<file path="config.mk">
export PLATFORM = sky130hd
export DESIGN_NAME = fuzzy_eval_scheduler
export DESIGN_NICKNAME = d
export VERILOG_FILES = /design/src/rtl/fuzzy_eval_scheduler.sv
export SDC_FILE = /design/constraint.sdc
export NUM_CORES = 1
export LEC_CHECK = 0
export CAP_MARGIN = 25
export CORE_ASPECT_RATIO = 1.25
export CORE_MARGIN = 2
export CORE_UTILIZATION = 50
export CTS_CLUSTER_SIZE = 24
export DETAILED_ROUTE_END_ITERATION = 10
export HOLD_SLACK_MARGIN = 0.15
export PLACE_DENSITY = 0.63
export SLEW_MARGIN = 20
export SYNTH_ARGS = -nofsm -noshare
export SYNTH_HDL_FRONTEND = slang
export SYNTH_SLANG_ARGS = --single-unit
</file>
<file path="constraint.sdc">
create_clock -name clk -period 62 [get_ports clk]
set_input_delay 12.4 -clock clk [delete_from_list [all_inputs] [get_ports clk]]
set_output_delay 12.4 -clock clk [all_outputs]
set_load 0.1 [all_outputs]
</file>
<file path="src/rtl/fuzzy_eval_scheduler.sv">
// ============================================================================
// fuzzy_eval_scheduler
// ----------------------------------------------------------------------------
// Time-multiplexed fuzzifier/decision controller for the fuzzy attack
// detector. A single triangular membership-function (MF) unit is shared
// across all features and membership sets. The corners of each triangle come
// from a programmable 12-entry table.
//
// For every accepted sample the features are walked in order:
// hamming_dist, energy, peak_power, mean_power.
//   - Each feature takes three EVAL cycles: the low, medium and high degrees.
//   - One CHECK cycle follows and decides the feature.
//   - The walk stops at the first feature that produces a decision.
//
// Latency: out_valid is first seen in cycle 4n+1 after acceptance. Cycle 1
// is the cycle that begins at the acceptance edge, and n is the number of
// features examined (1..4).
//
// Ports:
//   clk, rst        clock; synchronous active-high reset
//   in_valid        sample valid
//   in_ready        sample accepted on in_valid & in_ready at a rising edge
//   hamming_dist    feature 0 (8 bits, zero-extended to 10)
//   energy          feature 1
//   peak_power      feature 2
//   mean_power      feature 3
//   cfg_we          corner-table write strobe (honoured in IDLE only)
//   cfg_addr        table index = feature*3 + set (0=low, 1=med, 2=high);
//                   12..15 are ignored
//   cfg_a/b/c       triangle corners
//   out_valid       result valid; held until out_ready
//   out_ready       result consumed on out_valid & out_ready
//   out_attack      1 = attack, 0 = normal
//   out_feature     index of the feature that decided
//
// Optional build macro FUZZY_SCHED_STATS_EN adds two outputs:
//   stat_samples    saturating count of consumed results
//   stat_attacks    saturating count of consumed attack results
// ============================================================================
module fuzzy_eval_scheduler #(
    parameter logic [10:0] DEGREE_THRESH = 11'd8,
    parameter int          NUM_FEATURES  = 4
) (
    input  logic        clk,
    input  logic        rst,
    input  logic        in_valid,
    output logic        in_ready,
    input  logic [9:0]  energy,
    input  logic [9:0]  peak_power,
    input  logic [9:0]  mean_power,
    input  logic [7:0]  hamming_dist,
    input  logic        cfg_we,
    input  logic [3:0]  cfg_addr,
    input  logic [9:0]  cfg_a,
    input  logic [9:0]  cfg_b,
    input  logic [9:0]  cfg_c,
    output logic        out_valid,
    input  logic        out_ready,
    output logic        out_attack,
    output logic [1:0]  out_feature
`ifdef FUZZY_SCHED_STATS_EN
    ,
    output logic [15:0] stat_samples,
    output logic [15:0] stat_attacks
`endif
);

    localparam int TABLE_DEPTH = 12;

    typedef enum logic [1:0] {
        S_IDLE,
        S_EVAL,
        S_CHECK,
        S_RESP
    } state_t;

    state_t state, state_n;

    // ------------------------------------------------------------------
    // Storage
    // ------------------------------------------------------------------
    logic [9:0]  tbl_a [TABLE_DEPTH];
    logic [9:0]  tbl_b [TABLE_DEPTH];
    logic [9:0]  tbl_c [TABLE_DEPTH];

    logic [9:0]  feat_q [4];          // latched sample, indexed by feature
    logic [1:0]  f_idx;               // feature under evaluation
    logic [1:0]  s_idx;               // membership set under evaluation
    logic [10:0] deg_low, deg_med, deg_high;

    // ------------------------------------------------------------------
    // Decision signals from the FSM
    // ------------------------------------------------------------------
    logic        accept;
    logic        decide;
    logic        decide_attack;
    logic        last_feature;
    logic        low_win, high_win;

    // ------------------------------------------------------------------
    // Shared MF unit signals
    // ------------------------------------------------------------------
    logic [3:0]          tbl_idx;
    logic [9:0]          mf_x;
    logic signed [10:0]  sx, sa, sb, sc;
    logic signed [10:0]  mf_num, mf_den;
    logic signed [17:0]  num_w, den_w;
    logic [10:0]         mf_deg;

    // Table index = f*3 + s, built as (f<<1) + f + s.
    assign tbl_idx = {1'b0, f_idx, 1'b0} + {2'b00, f_idx} + {2'b00, s_idx};

    assign mf_x = feat_q[f_idx];

    // Operands are non-negative 10-bit values carried as signed 11-bit.
    assign sx = $signed({1'b0, mf_x});
    assign sa = $signed({1'b0, tbl_a[tbl_idx]});
    assign sb = $signed({1'b0, tbl_b[tbl_idx]});
    assign sc = $signed({1'b0, tbl_c[tbl_idx]});

    // Triangular membership:
    //   rising edge  ((x-a) << 7) / (b-a)
    //   falling edge ((c-x) << 7) / (c-b)
    // Inside the open interval (a, c) the denominator cannot be zero and the
    // result cannot be negative. Both guards are kept so the unit stays
    // well-defined for any corner ordering.
    always_comb begin
        // NOTE: every output of a combinational block gets a default first;
        // otherwise a path that skips an assignment infers a latch.
        mf_num = '0;
        mf_den = '0;
        num_w  = '0;
        den_w  = '0;
        mf_deg = '0;
        if (!(sx <= sa || sx >= sc)) begin
            if (sx <= sb) begin
                mf_num = sx - sa;
                mf_den = sb - sa;
            end else begin
                mf_num = sc - sx;
                mf_den = sc - sb;
            end
            num_w = $signed({mf_num, 7'b000_0000});
            den_w = $signed({{7{mf_den[10]}}, mf_den});
            // A negative result needs operands of opposite sign; clamp it.
            if (mf_den != 11'sd0 && !(mf_num[10] ^ mf_den[10])) begin
                mf_deg = 11'(num_w / den_w);
            end
        end
    end

    // ------------------------------------------------------------------
    // Set-win rule: strictly above the threshold and not beaten by either
    // sibling set of the same feature. Ties between sets both count as
    // wins; high is tested first, so high takes priority over low.
    // ------------------------------------------------------------------
    assign low_win  = (deg_low  > DEGREE_THRESH) &&
                      (deg_low  >= deg_med) && (deg_low  >= deg_high);
    assign high_win = (deg_high > DEGREE_THRESH) &&
                      (deg_high >= deg_low) && (deg_high >= deg_med);

    assign last_feature = (f_idx == 2'(NUM_FEATURES - 1));

    // ------------------------------------------------------------------
    // FSM: state register
    // ------------------------------------------------------------------
    always_ff @(posedge clk) begin
        // NOTE: sequential state uses non-blocking assignments so every
        // flop samples pre-edge values, independent of statement order.
        if (rst) begin
            state <= S_IDLE;
        end else begin
            state <= state_n;
        end
    end

    // ------------------------------------------------------------------
    // FSM: next state and handshake outputs
    // ------------------------------------------------------------------
    always_comb begin
        state_n       = state;
        in_ready      = 1'b0;
        accept        = 1'b0;
        decide        = 1'b0;
        decide_attack = 1'b0;
        unique case (state)
            S_IDLE: begin
                // A config write has priority over sample acceptance.
                in_ready = !cfg_we && !rst;
                accept   = in_valid && in_ready;
                if (accept) begin
                    state_n = S_EVAL;
                end
            end
            S_EVAL: begin
                if (s_idx == 2'd2) begin
                    state_n = S_CHECK;
                end
            end
            S_CHECK: begin
                if (high_win) begin
                    decide        = 1'b1;
                    decide_attack = 1'b1;
                end else if (low_win || last_feature) begin
                    // The last feature is decided "normal" whenever high
                    // does not win.
                    decide = 1'b1;
                end
                state_n = decide ? S_RESP : S_EVAL;
            end
            S_RESP: begin
                if (out_ready) begin
                    state_n = S_IDLE;
                end
            end
            default: state_n = S_IDLE;
        endcase
    end

    assign out_valid = (state == S_RESP);

    // ------------------------------------------------------------------
    // Corner table: writable only in IDLE, so an in-flight sample always
    // sees a stable table.
    // ------------------------------------------------------------------
    always_ff @(posedge clk) begin
        if (rst) begin
            // NOTE: this small register file is reset on purpose; zero
            // corners make every degree 0, giving a known "normal" result
            // before any configuration.
            for (int i = 0; i < TABLE_DEPTH; i++) begin
                tbl_a[i] <= '0;
                tbl_b[i] <= '0;
                tbl_c[i] <= '0;
            end
        end else if (state == S_IDLE && cfg_we && cfg_addr < 4'(TABLE_DEPTH)) begin
            tbl_a[cfg_addr] <= cfg_a;
            tbl_b[cfg_addr] <= cfg_b;
            tbl_c[cfg_addr] <= cfg_c;
        end
    end

    // ------------------------------------------------------------------
    // Datapath: sample latch, walk counters, degree registers and result
    // ------------------------------------------------------------------
    always_ff @(posedge clk) begin
        if (rst) begin
            for (int i = 0; i < 4; i++) begin
                feat_q[i] <= '0;
            end
            f_idx       <= '0;
            s_idx       <= '0;
            deg_low     <= '0;
            deg_med     <= '0;
            deg_high    <= '0;
            out_attack  <= 1'b0;
            out_feature <= '0;
        end else begin
            unique case (state)
                S_IDLE: begin
                    if (accept) begin
                        feat_q[0] <= {2'b00, hamming_dist};
                        feat_q[1] <= energy;
                        feat_q[2] <= peak_power;
                        feat_q[3] <= mean_power;
                        f_idx     <= '0;
                        s_idx     <= '0;
                    end
                end
                S_EVAL: begin
                    unique case (s_idx)
                        2'd0:    deg_low  <= mf_deg;
                        2'd1:    deg_med  <= mf_deg;
                        default: deg_high <= mf_deg;
                    endcase
                    s_idx <= (s_idx == 2'd2) ? 2'd0 : s_idx + 2'd1;
                end
                S_CHECK: begin
                    if (decide) begin
                        out_attack  <= decide_attack;
                        out_feature <= f_idx;
                    end else begin
                        f_idx <= f_idx + 2'd1;
                        s_idx <= '0;
                    end
                end
                default: ;
            endcase
        end
    end

`ifdef FUZZY_SCHED_STATS_EN
    // ------------------------------------------------------------------
    // Saturating result counters, stepped on each output handshake.
    // ------------------------------------------------------------------
    always_ff @(posedge clk) begin
        if (rst) begin
            stat_samples <= '0;
            stat_attacks <= '0;
        end else if (out_valid && out_ready) begin
            if (stat_samples != 16'hFFFF) begin
                stat_samples <= stat_samples + 16'd1;
            end
            if (out_attack && stat_attacks != 16'hFFFF) begin
                stat_attacks <= stat_attacks + 16'd1;
            end
        end
    end
`endif

endmodule
</file>
### Yosys cells after proc, flatten, opt, wreduce, memory -nomap -nowiden

Memories as Yosys holds them, arrays and structs flattened. A register that Yosys moved wholly into a read port is not among the register bits.
Cells that the tools add are included.

* div/mod/pow operators: 1
* equality and inequality tests: 11
* add/subtract/negate cells: 8
* $lt $le $gt $ge: 10
* muxes and demuxes: 48
* bitwise gates (word level): 6
* reductions and logical operators: 30

Operators with widths (count)
* two-way mux 10 bit: 7
* two-way mux 11 bit: 6
* >= comparator 11 bit: 4
* subtractor 10 x 10 -> 11 bit: 4
* OR reduction 10 bit: 3
* > comparator 11 x 4 -> 1 bit (second input constant): 2
* <= comparator 10 bit: 2
* two-way mux 2 bit: 10
* two-way mux 1 bit: 19
* divider 18 x 18 -> 18 bit: 1
* two-way mux 4 bit: 3
* nonzero test 11 bit: 1
* >= comparator 10 bit: 1
* logical AND 1 bit: 9
* AND reduction 3 bit: 3
* equality test 2 bit (second input constant): 4
* != test 2 bit (second input constant): 4
* one-hot mux 2 bit (4 select lines): 1
* AND reduction 2 bit: 4
* one-hot mux 2 bit (3 select lines): 1
* adder 2 x 1 -> 2 bit (second input constant): 2
* adder 3 x 2 -> 4 bit: 1
* adder 4 x 2 -> 4 bit: 1
* equality test 2 x 1 -> 1 bit (second input constant): 2
* 12 further kinds: 19

* output and inout bits: 5
* logic and storage cells: 126
* memories kept: 4
* register bits: 42
* input port bits: 77
* memory bits (writable): 400

Memories
* tbl_a: words 12, width 10, read ports 1, clocked after memory_dff 0, wr ports 12, line 82 `logic [9:0] tbl_a [TABLE_DEPTH];`
* tbl_b: words 12, width 10, read ports 1, clocked after memory_dff 0, wr ports 12, line 83 `logic [9:0] tbl_b [TABLE_DEPTH];`
* tbl_c: words 12, width 10, read ports 1, clocked after memory_dff 0, wr ports 12, line 84 `logic [9:0] tbl_c [TABLE_DEPTH];`
* feat_q: words 4, width 10, read ports 1, clocked after memory_dff 1, wr ports 4, line 86 `logic [9:0] feat_q [4];`

### Longest topological paths before layout

* depth in word-level cells: 12
* mapped depth: 214
* depth with buffers taken out: 199

### Worst setup path before layout

No wires, ideal clock.

* kind: reg2reg
* start point: register f_idx[0]
* end point: register deg_high[0]
* arrival time: 40.951 ns
* path buffers: 17
* cell stages (with the launch flop): 204
* required time: 61.871 ns
* library setup time: 0.129 ns
* clock period less this slack: 41.080 ns
* slack: 20.920 ns
* path through: dfxtp_1 > fa_1 > ha_1 > inv_1 > fa_1 > buf_1 > mux4_2 > inv_1 > ha_1 > a21o_1 > a211oi_2 > o21ai_0 > and2_1 > clkinv_1 > clkbuf_1 > ha_1 > clkbuf_1 > nand3_1 > [... 168 more ...] > a31oi_1 > o21ai_0 > a21boi_1 > or2_2 > a31o_2 > buf_2 > inv_2 > clkbuf_1 > mux2_2 > ha_1 > o21ai_0 > nand2b_1 > a21oi_1 > o21ai_0 > nor4_1 > nor2_1 > a31oi_1 > o21ai_0

* cells in the longest elaborated chain, start to end: 11
* elaborated cells between the ends (all ways): 24
* classes of those cells: add/sub: 6; div: 1; order compare: 3; mux: 6; bitwise: 1; reduce/logical: 4; memory: 3

Ends and longest elaborated chain
* start, declared: line 87 `logic [1:0] f_idx;`
* start signal, assigned: line 283 `f_idx <= f_idx + 2'd1;`
* adder 3 x 2 -> 4 bit (*): line 111 `assign tbl_idx = {1'b0, f_idx, 1'b0} + {2'b00, f_idx} + {2'b00, s_idx};`
* adder 4 x 2 -> 4 bit (*): line 111
* branches (longest 8 deep; another with divider 18 x 18 -> 18 bit)
* two-way mux 11 bit (*): line 135 `if (!(sx <= sa || sx >= sc)) begin`
* end signal, assigned: line 274 `default: deg_high <= mf_deg;`
* end, declared: line 89 `logic [10:0] deg_low, deg_med, deg_high;`

Every way passes the cells marked *. The select of a mux whose other input is x is not followed.
A chain may end at the register's enable or synchronous reset.

### Worst setup path after layout

* start point: register f_idx[0]
* end point: register deg_med[0]

* cells in the longest elaborated chain, start to end: 11
* elaborated cells between the ends (all ways): 24
* classes of those cells: add/sub: 6; div: 1; order compare: 3; mux: 6; bitwise: 1; reduce/logical: 4; memory: 3

Ends and longest elaborated chain
* adder 3 x 2 -> 4 bit (*): line 111
* adder 4 x 2 -> 4 bit (*): line 111
* branches (longest 8 deep; another with divider 18 x 18 -> 18 bit)
* two-way mux 11 bit (*): line 135
* end signal, assigned: line 273 `2'd1: deg_med <= mf_deg;`
* end, declared: line 89

Marked as above.

==> reports/results.tsv <==
stage	metric	value	unit
outcome	status	finished, final reports clean	
clock_network	# H-tree levels	2	
clock_network	cts bufs inserted	57	
placed_design	DP HPWL	76700	µm
synthesis	Synth area leaders	edfxtp_1 42%, mux4_2 9.6%, ha_1 8.5%	
layout	Inserted Diodes	0	
detailed_routing	DRT iter0 DRCs	2162	
grt	initial antenna violation count	2	
critical_path	Crit-path slowest cell	a2111oi_2	
synthesis	Cell variety after synth	115	
sta	Setup-failing EPs final	0	
sta	Period Utilization, post-route	0.794	
critical_path	Crit. End Element	flip-flop	
die	die height	308	µm
critical_path	required time of the critical path	62480	ps
critical_path	CP Data Arrival Time	49710	ps
synthesis	Syn Inst Count	3286	
detailed_routing	vias	27205	
sta	highest clock rate	20.3	MHz
synthesis	most frequent cells after synthesis	518 x edfxtp_1, 380 x and2_1, 251 x ha_1	
clock_network	clock sinks	562	
clock_network	CTS root buffer	clkbuf_16	
synthesis	YS warnings	0	
placed_design	port bufs	81	
grt	first-pass GRT wire length	164000	µm
die	core box area	73300	µm²
layout	Final nets	3791	
synthesis	Yosys top cell area share	0.420	
sta	final hold viol count	0	
synthesis	Synth area leader	edfxtp_1	
clock_network	CTS tree	done	
sta	setup TNS	0	ps
synthesis	fraction of registers with async set/reset	0	
detailed_routing	antenna viol nets, final	0	
synthesis	Post-synth top flop	edfxtp_1	
die	Initial Util	0.505	
sta	minimum clock period after layout	49240	ps
synthesis	most common cell in the synthesized netlist	edfxtp_1	
die	Die Area	76300	µm²
detailed_routing	# DRC	0	
critical_path	delay of the slowest critical-path stage	780	ps
synthesis	Post-synth EDFFs	518	
critical_path	Worst R2R Setup Slack	12760	ps
grt	Total GRT Usage	0.286	
detailed_routing	vias per cell	6.10	
clock_network	later-pin clock latency in the skew report	640	ps
job	Max-Cap Viols	0	
critical_path	most frequent CP cell	o21a_1	
grt	grt total ovfl	0	
synthesis	Seq cells post-synth	562	
die	I/O pins	82	
die	Chip Width	247	µm
sta	Rel. slew slack	0.300	
critical_path	Critical Path Fanout Max	40	
clock_network	Worst-path clk slew	60	ps
clock_network	Hold-fix buffers, CTS	0	
clock_network	Max Root-Sink Buffers	3	
synthesis	sequential share of the synthesized area	0.444	
layout	P&R area growth vs syn	11.9	%
placed_design	Final GP Congestion	0.986	
sta	RSZ-0062 raised after global routing	false	
critical_path	crit path kind	reg2reg	
sta	Slew @ Worst Pin	1050	ps
synthesis	Syn Area/Cell	11.3	µm²
detailed_routing	final wirelength	109000	µm
layout	Final Core Density	0.565	
grt	largest net degree at the start of global routing	60	
layout	layout cells sized above 1	0.119	
die	num rows	111	
sta	Slew Limit Fails	0	
detailed_routing	wire per inst	24.4	µm
detailed_routing	drt pass-1 iters	5	
critical_path	startpoint type of the worst setup path	flip-flop	
clock_network	post-CTS sizing	0	
clock_network	post-CTS setup buffers	0	
min_path	Hold Crit Class	reg2reg	
synthesis	Cell Area, Synth	37000	µm²
sta	Hold Slack	454	ps
sta	worst clock skew	21.6	ps
grt	vias in the first global route	27612	
-- stage by stage --
step / instance area (µm²) / std cells / setup WS (ps)
3_3_place_gp: 39300 / 4346 / 14150
4_1_cts: 41400 / 4460 / 13600
5_1_grt: 41400 / 4462 / 9100
3_5_place_dp: 39500 / 4355 / 13780
2_1_floorplan: 37600 / 3432 / 20920
6_report: 41400 / 4462 / 12760
-- layer usage --
| layer | part of all wire | GRT usage | routed length, µm | vias to the layer above |
|---|---|---|---|---|
| met2 | 0.53 | 0.529 | 57800 | 815 |
| met3 | 0.043 | 0.0280 | 4660 | 228 |
| met5 | 0 | 0 | 0 | - |
| met1 | 0.38 | 0.333 | 41300 | 13587 |
| met4 | 0.047 | 0.127 | 5110 | 0 |
| li1 | - | - | - | 12575 |
-- path summary, 6_finish.rpt --
path	startpoint	endpoint	cells past startpoint
worst max-delay path	f_idx[0]	deg_med[0]	194
worst min-delay path	deg_med[6]	deg_med[6]	2
worst max register to register	f_idx[0]	deg_med[0]	194
worst min register to register	deg_med[6]	deg_med[6]	2
-- flip-flops by register name, summed over array words and instances (netlist names), named ones only --
register,count
tbl_a,160
tbl_b,160
tbl_c,160
feat_q,38
deg_high,11
deg_low,11
deg_med,11
f_idx,2
out_feature,2
s_idx,2
state,2
out_attack,1
-- layout make-up --
type                            count  area, µm²
Fill cell                        6237      31900
Multi-Input combinational cell   2584      20100
Sequential cell                   562      16400
Clock buffer                       73       1490
Timing Repair Buffer              129       1290
Tap cell                          960       1200
Inverter                          122        458
Clock inverter                     32        427
-- cell usage in the layout, fill, tap and decap left out, types with 11 or more instances in the layout --
| cell | Yosys | layout |
|---|---|---|
| o21ai_0 | 91 | 91 |
| or3_1 | 40 | 40 |
| or2_2 | 32 | 32 |
| nand2_1 | 184 | 184 |
| a31oi_1 | 21 | 21 |
| and2_1 | 380 | 380 |
| and3_1 | 60 | 60 |
| xor2_1 | 57 | 56 |
| o21bai_1 | 18 | 18 |
| clkbuf_1 | 130 | 16 |
| ha_1 | 251 | 249 |
| nor3_1 | 67 | 63 |
| clkbuf_16 | 0 | 57 |
| o31ai_1 | 27 | 27 |
| mux4_2 | 158 | 158 |
| edfxtp_1 | 518 | 518 |
| nor4_1 | 19 | 18 |
| mux2_2 | 29 | 29 |
| nand4_1 | 30 | 30 |
| mux2i_1 | 21 | 20 |
| a21o_1 | 76 | 76 |
| a21boi_0 | 12 | 12 |
| a21oi_1 | 183 | 183 |
| buf_4 | 1 | 37 |
| nand2b_1 | 29 | 29 |
| nand3_1 | 42 | 42 |
| nor2_1 | 203 | 194 |
| o21a_1 | 83 | 83 |
| inv_1 | 119 | 119 |
| o211ai_1 | 22 | 22 |
| conb_1 | 2 | 148 |
| xnor2_1 | 62 | 62 |
| clkdlybuf4s50_1 | 0 | 80 |
| a211oi_1 | 15 | 15 |
| clkinv_1 | 1 | 11 |
| nor2b_1 | 28 | 28 |
| dfxtp_1 | 44 | 44 |
-- critical path: cells and delay by family, from the launching register on --
kind	cells	cell delay [ps]
buffers and inverters	13	2280
multiplexers	8	3170
AO/OA/AOI/OAI	111	26330
adder cells (fa/ha/maj)	21	6660
AND/OR/NAND/NOR	41	9930
flip-flops	1	500
-- logic make-up (layout without fill, tap and decap cells) --
kind of cell               after synthesis  after routing  share of synthesized area
AOI/OAI and AO/OA                      700            700                      0.131
xor gates and xnor gates               119            119                     0.0281
adders and majority gates              258            258                     0.0886
buffers and inverters                  286            356                     0.0304
DFF                                    562            562                      0.444
muxes                                  210            210                      0.111
other                                    2            148                   0.000203
and+or+nand+nor                       1149           1149                      0.167
Power is left out: the tool's default activity adds up to more than one toggle a clock period on the data nets, which glitch-free logic cannot reach.
